`src/rtl/pll_lock_supervisor.sv`:
```
// rtl/pll_lock_supervisor.sv - PLL reset sequencing, lock qualification and system reset release.
// Define PLL_LOCK_SUPERVISOR_IRQ_EN to add the one-cycle irq event output.
module pll_lock_supervisor #(
  parameter int SYNC_STAGES    = 2,
  parameter int PLL_RST_CYCLES = 16,
  parameter int LOCK_TIMEOUT   = 65536,
  parameter int STABLE_CYCLES  = 1024,
  parameter int CNT_W          = 8
) (
  input  logic             clk_in1,
  input  logic             reset,
  input  logic             locked,
  input  logic             clear_cnt,
  output logic             pll_rst,
  output logic             sys_rst,
  output logic             ready,
`ifdef PLL_LOCK_SUPERVISOR_IRQ_EN
  output logic             irq,
`endif
  output logic [CNT_W-1:0] lock_loss_cnt,
  output logic [CNT_W-1:0] timeout_cnt
);

  localparam int MAX_A   = (PLL_RST_CYCLES > LOCK_TIMEOUT) ? PLL_RST_CYCLES : LOCK_TIMEOUT;
  localparam int MAX_CYC = (MAX_A > STABLE_CYCLES) ? MAX_A : STABLE_CYCLES;
  localparam int CW      = $clog2(MAX_CYC + 1);

  localparam logic [CW-1:0]    RST_LAST = CW'(PLL_RST_CYCLES - 1);
  localparam logic [CW-1:0]    TMO_LAST = CW'(LOCK_TIMEOUT - 1);
  // The WAIT_LOCK cycle that first sees lock counts as stable cycle one.
  localparam logic [CW-1:0]    STB_LAST = CW'((STABLE_CYCLES >= 2) ? STABLE_CYCLES - 2 : 0);
  localparam logic [CW-1:0]    CYC_ONE  = CW'(1);
  localparam logic [CNT_W-1:0] EVT_ONE  = CNT_W'(1);
  localparam logic [CNT_W-1:0] EVT_MAX  = '1;

  typedef enum logic [1:0] {
    PLL_RESET = 2'd0,
    WAIT_LOCK = 2'd1,
    STABLE    = 2'd2,
    RUN       = 2'd3
  } state_e;

  state_e                 state_q, state_d;
  logic [CW-1:0]          cnt_q, cnt_d;
  logic [SYNC_STAGES-1:0] sync_q, sync_d;
  logic                   pll_rst_q, pll_rst_d;
  logic                   sys_rst_q, sys_rst_d;
  logic                   ready_q, ready_d;
  logic [CNT_W-1:0]       lock_loss_cnt_q, lock_loss_cnt_d;
  logic [CNT_W-1:0]       timeout_cnt_q, timeout_cnt_d;
  logic                   locked_s;
  logic                   loss_evt;
  logic                   tmo_evt;

  assign locked_s = sync_q[SYNC_STAGES-1];

  always_comb begin
    sync_d = {sync_q[SYNC_STAGES-2:0], locked};
  end

  always_comb begin
    state_d  = state_q;
    cnt_d    = cnt_q + CYC_ONE;
    loss_evt = 1'b0;
    tmo_evt  = 1'b0;
    case (state_q)
      PLL_RESET: begin
        if (cnt_q == RST_LAST) begin
          state_d = WAIT_LOCK;
        end
      end
      WAIT_LOCK: begin
        if (locked_s) begin
          if (STABLE_CYCLES <= 1) begin
            state_d = RUN;
          end else begin
            state_d = STABLE;
          end
        end else if (cnt_q == TMO_LAST) begin
          state_d = PLL_RESET;
          tmo_evt = 1'b1;
        end
      end
      STABLE: begin
        if (!locked_s) begin
          state_d = WAIT_LOCK;
        end else if (cnt_q == STB_LAST) begin
          state_d = RUN;
        end
      end
      RUN: begin
        cnt_d = cnt_q;
        if (!locked_s) begin
          state_d  = PLL_RESET;
          loss_evt = 1'b1;
        end
      end
      default: begin
        state_d = PLL_RESET;
      end
    endcase
    if (state_d != state_q) begin
      cnt_d = '0;
    end
  end

  always_comb begin
    lock_loss_cnt_d = lock_loss_cnt_q;
    timeout_cnt_d   = timeout_cnt_q;
    if (loss_evt && (lock_loss_cnt_q != EVT_MAX)) begin
      lock_loss_cnt_d = lock_loss_cnt_q + EVT_ONE;
    end
    if (tmo_evt && (timeout_cnt_q != EVT_MAX)) begin
      timeout_cnt_d = timeout_cnt_q + EVT_ONE;
    end
    if (clear_cnt) begin
      lock_loss_cnt_d = '0;
      timeout_cnt_d   = '0;
    end
  end

  // Outputs are decoded from the next state so they change on the same edge as the FSM.
  always_comb begin
    pll_rst_d = (state_d == PLL_RESET);
    sys_rst_d = (state_d != RUN);
    ready_d   = (state_d == RUN);
  end

  always_ff @(posedge clk_in1 or posedge reset) begin
    if (reset) begin
      state_q         <= PLL_RESET;
      cnt_q           <= '0;
      sync_q          <= '0;
      pll_rst_q       <= 1'b1;
      sys_rst_q       <= 1'b1;
      ready_q         <= 1'b0;
      lock_loss_cnt_q <= '0;
      timeout_cnt_q   <= '0;
    end else begin
      state_q         <= state_d;
      cnt_q           <= cnt_d;
      sync_q          <= sync_d;
      pll_rst_q       <= pll_rst_d;
      sys_rst_q       <= sys_rst_d;
      ready_q         <= ready_d;
      lock_loss_cnt_q <= lock_loss_cnt_d;
      timeout_cnt_q   <= timeout_cnt_d;
    end
  end

  assign pll_rst       = pll_rst_q;
  assign sys_rst       = sys_rst_q;
  assign ready         = ready_q;
  assign lock_loss_cnt = lock_loss_cnt_q;
  assign timeout_cnt   = timeout_cnt_q;

`ifdef PLL_LOCK_SUPERVISOR_IRQ_EN
  logic irq_q, irq_d;

  // Pulses on every increment attempt, even when saturated or cleared.
  always_comb begin
    irq_d = loss_evt | tmo_evt;
  end

  always_ff @(posedge clk_in1 or posedge reset) begin
    if (reset) begin
      irq_q <= 1'b0;
    end else begin
      irq_q <= irq_d;
    end
  end

  assign irq = irq_q;
`endif

endmodule

```
`config.mk`:
```
export PLATFORM = sky130hd
export DESIGN_NAME = pll_lock_supervisor
export DESIGN_NICKNAME = d
export VERILOG_FILES = /design/src/rtl/pll_lock_supervisor.sv
export SDC_FILE = /design/constraint.sdc
export NUM_CORES = 1
export LEC_CHECK = 0
export CORE_UTILIZATION = 50
export CTS_CLUSTER_SIZE = 25
export DETAILED_ROUTE_END_ITERATION = 6
export GPL_TIMING_DRIVEN = 1
export PLACE_DENSITY_LB_ADDON = 0.2
export SETUP_SLACK_MARGIN = 0.4
export SLEW_MARGIN = 0
export SYNTH_ARGS = -nofsm -noshare
export SYNTH_HDL_FRONTEND = slang
export SYNTH_SLANG_ARGS = --single-unit
```
`constraint.sdc`:
```
create_clock -name clk_in1 -period 2.4 [get_ports clk_in1]
set_input_delay 0.48 -clock clk_in1 [delete_from_list [all_inputs] [get_ports clk_in1]]
set_output_delay 0.48 -clock clk_in1 [all_outputs]
set_load 0.03 [all_outputs]
```
== Word-level counts from Yosys, hierarchy flattened ==
Cells that the tools add are included.

* Equal/unequal tests: 12
* Reductions and logical operators: 6
* $add $sub $neg: 3
* Muxes and demuxes: 18

{| class="wikitable"
|+ Operators with widths
! kind !! number
|-
| $mux 17 || 2
|-
| $mux 8 || 4
|-
| $add 17x1->17 const B || 1
|-
| $eq 17x10->1 const B || 1
|-
| $eq 17x16->1 const B || 1
|-
| $eq 17x4->1 const B || 1
|-
| $add 8x1->8 const B || 2
|-
| $ne 8x8->1 const B || 2
|-
| $mux 2 || 6
|-
| $pmux 2 s4 || 1
|-
| $eq 2x2->1 const B || 3
|-
| $mux 1 || 5
|-
| $logic_not 2->1 || 2
|-
| $ne 2x2->1 const B || 2
|-
| $reduce_bool 2->1 || 2
|-
| $eq 2x1->1 const B || 1
|-
| $logic_and 1x1->1 || 2
|-
| $ne 2x2->1 || 1
|}

* Output and inout port bits: 19
* Bits of input ports: 4
* Register bits after elaboration: 40
* Logic and storage cells: 47

== Longest topological paths before layout ==
* Word-level depth: 7
* Gate-level depth with buffers: 11
* Depth with buffers taken out: 11

== Worst setup path before layout ==
Ideal clock, no wire load.

* Path kind: register to register
* From: reg cnt_q[4]
* To: reg timeout_cnt_q[4], in the netlist timeout_cnt[4]
* Arrival: 2366 ps
* Path buffers: 0
* Clock period less this slack: 2498 ps
* Setup time: 132 ps
* Data required time: 2268 ps
* Setup slack: -98 ps
* Cell stages (with the launch flop): 12
* Cells stage by stage: dfrtp_1 -> and4_4 -> and4_1 -> and4_1 -> nand2_1 -> nor3_1 -> ha_1 -> inv_1 -> a2111oi_4 -> nand4_1 -> xor2_1 -> nor2_1

* Cells in the longest elaborated chain, start to end: 6

{| class="wikitable"
|+ RTL lines
! what !! line !! text
|-
| start, declared || 44 || <nowiki>logic [CW-1:0] cnt_q, cnt_d;</nowiki>
|-
| start signal, assigned || 141 || <nowiki>cnt_q <= cnt_d;</nowiki>
|-
| $eq 17x16->1 || 79 || <nowiki>end else if (cnt_q == TMO_LAST) begin</nowiki>
|-
| $mux 1 || 79 ||
|-
| $mux 1 || 73 || <nowiki>if (locked_s) begin</nowiki>
|-
| $mux 1 || 66 || <nowiki>case (state_q)</nowiki>
|-
| $logic_and 1x1->1 || 113 || <nowiki>if (tmo_evt && (timeout_cnt_q != EVT_MAX)) begin</nowiki>
|-
| $reduce_bool 2->1 (no line) || n/a ||
|-
| end signal, assigned || 147 || <nowiki>timeout_cnt_q <= timeout_cnt_d;</nowiki>
|-
| end, declared || 50 || <nowiki>logic [CNT_W-1:0] timeout_cnt_q, timeout_cnt_d;</nowiki>
|}

No other way between the ends.
A chain may end at the register's enable or synchronous reset.

== Final worst setup path ==
* From: reg cnt_q[5]
* To: reg cnt_q[10]

* Cells in the longest elaborated chain, start to end: 6
* Elaborated cells on any way between the ends: 14
* Classes of those cells: add/sub (1); eq/ne (5); mux (8)

{| class="wikitable"
|+ RTL lines
! what !! line !! text
|-
| $eq 17x10->1 or $eq 17x16->1 (tied branches) || 87, 79 ||
|-
| $mux 2 (on tied branches) || 87, 79 ||
|-
| $mux 2 (on tied branches) || 85, 73 ||
|-
| $pmux 2 s4 || 66 ||
|-
| $ne 2x2->1 || 102 || <nowiki>if (state_d != state_q) begin</nowiki>
|-
| $ne 2x2->1 (no line) or $mux 17 (tied branches) || n/a ||
|}

Several ways; a longest one is shown, not always the timed one. The select of a mux whose other input is x is not followed.

==> results.yml <==
grt:
  antenna_found_initial: 0
  grt_max_degree: 41
  gr-total-overflow: 0
  grt_usage: 0.193
  first_global_vias: 1516
  grt_pass1_wl_um: 6590
timing:
  finalCritPeriodShare: 0.975
  worstMarginPinSlew_ns: 0.642
  slew_headroom: 0.571
  final_hold_viol_count: 0
  fin_tns_setup_ns: 0
  fin_skew_ns: 0.00549
  drv_slew: 0
  whs_ns: 0.358
  fmax_ghz: 0.427
  finalWorstSetupSlack_ns: 0.0596
  period_needed_ns: 2.34
  rsz0062_at_grt: "yes"
  finalSetupViolCount: 0
critical_path:
  crit_top_cell: "and4_4"
  crit_path_end_kind: "flop"
  r2r_end: "cnt_q[10]"
  required_ns: 2.57
  worstPathArrival_ns: 2.51
  crit_chain: "and4_4 -> and4_4 -> and4_4 -> nand2_4 -> nor3_4 -> ha_2 -> buf_6 -> o31ai_4 -> a21boi_2 -> o32a_4 -> buf_12 -> nor2_4"
  r2r-start: "cnt_q[5]"
  startpoint: "cnt_q[5]"
  r2r_cells: 12
  crit_end: "cnt_q[10]"
  regToRegSetupSlack_ns: 0.06
  worstSetupPathType: "flop to flop"
  cp-start-kind: "flop"
  max_stage_delay_ns: 0.37
  cp_max_fo: 6
  crit_slowest_cell: "dfrtp_1"
layout:
  final_area_um2: 2730
  drive_gt1_frac: 0.236
  areaGrowthSynthToFinish_pct: 27.8
  layout.nets: 263
  finish.utilization: 0.672
  antenna_cells: 0
  final_cells: 304
min_path:
  min_from: "sync_q[0]"
  holdPathStages: 0
  min_path_type: "flop to flop"
placement:
  place_ws_ns: 0.0606
  place_area_um2: 2460
  portBuffers: 22
  place_congestion: 0.810
  dp.cells: 284
  dp_hpwl_um: 2620
clock_tree:
  ctsHoldBuffers: 0
  h-tree-depth: 2
  clock_latency_ns: 0.28
  cts_buffer_depth: 2
  clkTransAtPathRegs_ns: 0.07
  cts.sinks: 40
  cts_buffers: 5
  cts_tree: "built"
  cts-root-buf: "clkbuf_8"
synthesis:
  synth_fp_nets: 218
  synth_top_area_frac: 0.446
  yosys_most_used_dff: "dfrtp_1"
  ys_seq_area_frac: 0.471
  netlist_instances: 209
  yosysWarningCount: 0
  avgSynthCellArea_um2: 10.2
  synth_edf_count: 0
  ys_types: 41
  syn-cell-area_um2: 2130
  synth_seq_cells: 40
  synth_async_sr_flop_share: 1.00
  yosys-top-cells-area: "dfrtp_1 45%, xor2_1 7.4%, nor2_4 5.3%"
  yosys.area.top_type: "dfrtp_1"
detailed_routing:
  via_per_inst: 5.23
  detail_route.wl_per_cell_um: 13.3
  first_iter_violations: 62
  drc: 0
  dr_total_vias: 1590
  dr.pass1.iters: 4
  routed_wl_um: 4030
  ant_nets: 0
pwr:
  total_power_mw: 1.86
  ir_worst_vdd_uv: 451
  power_density_nw_per_um2: 683
  leakagePower_nw: 1.21
die:
  die_height_um: 67.3
  io_pins: 23
  rows: 23
  dieArea_um2: 4530
  initial_utilization: 0.525
  die_x_um: 67.3
  core_region_area_um2: 4060
flow_run:
  cap_violations: 0
run_status:
  status: "completed"
worst max-delay path: cells and delay by family, from the launching register on:
family                   cells  cell delay [ns]
buffers and inverters        2             0.26
adder cells (fa/ha/maj)      1             0.22
AND/OR/NAND/NOR              6             0.90
flip-flops                   1             0.37
AO/OA/AOI/OAI                3             0.47
routing by layer:
layer,GRT usage,part of all wire,wire length [um],vias to the layer above
li1,-,-,-,807
met1,0.243,0.48,1930,755
met2,0.313,0.49,1960,22
met3,0.0456,0.022,87,6
met4,0.0878,0.014,56,0
met5,0,0,0,-
cells in the final DEF (no fill, tap or decap), drive strengths merged, types with 6 or more instances in the layout:
master         synthesis  routed
nor2                  39      39
dfrtp                 38      38
clkdlybuf4s50          0      22
buf                    2      22
nand2                 20      20
xor2                  18      18
nand4                  9       9
nand3                  9       9
inv                    8       8
a21oi                  6       6
clkbuf                 4       6
how the worst min path moves through the flow:
stage,end,slack [ns]
after floorplan,sync_q[1],0.33
after global placement,sync_q[1],0.34
after detailed placement,sync_q[1],0.34
after CTS,sync_q[1],0.36
after global routing,sync_q[1],0.37
final,sync_q[1],0.36
state kept, by name, indices dropped and copies added (netlist names):
name           count
cnt_q             17
lock_loss_cnt      8
pll_rst            1
ready              1
state_q            2
sync_q             2
sys_rst            1
timeout_cnt        8
Yosys cell counts, types with 2 or more instances:
library cell and count:
clkbuf_1 4, and3_1 5, nor2_4 10, a21oi_1 6, ha_1 5, o22ai_1 3, nand4_1 9, inv_1 8
or3_1 3, nor2b_1 2, nand2b_1 2, and4_1 2, and2_1 3, nor2_1 29, dfrtp_1 38, o21ai_0 2
nand2_1 20, nor4_1 3, nand3_1 8, mux2i_1 2, nor3_1 3, xnor2_1 5, xor2_1 18, dfstp_2 2
timing repair:
action / in CTS / in global routing
resized for setup: 6 / 13
pin swaps: 6 / 6
gates cloned: 0 / 0
endpoints found under the setup margin: 25 / 28
setup buffers: 8 / 5
cell families after synthesis:
kind of cell,after synthesis,share of synthesized area
compound gates,20,0.0798
xor+xnor,23,0.0945
flops,40,0.471
simple gates,105,0.284
buf+inv,14,0.0323
mux,2,0.00939
fa+ha+maj,5,0.0293
where the power goes:
part           total [mW]  switching, mW  internal (mW)  leakage, nW
clock               0.409          0.212          0.197       0.0410
sequential          0.823         0.0821          0.741        0.540
combinational       0.629          0.339          0.290        0.627
final cells by class:
cell class | count | area, um^2
tap | 50 | 62.6
fill | 321 | 1330
timing repair buffer | 44 | 420
inverter | 8 | 30.0
sequential | 40 | 1000
multi-input combinational | 155 | 1130
clock buffer | 6 | 72.6
clock inverter | 1 | 5.00
Power figures use the tool's default switching activity.
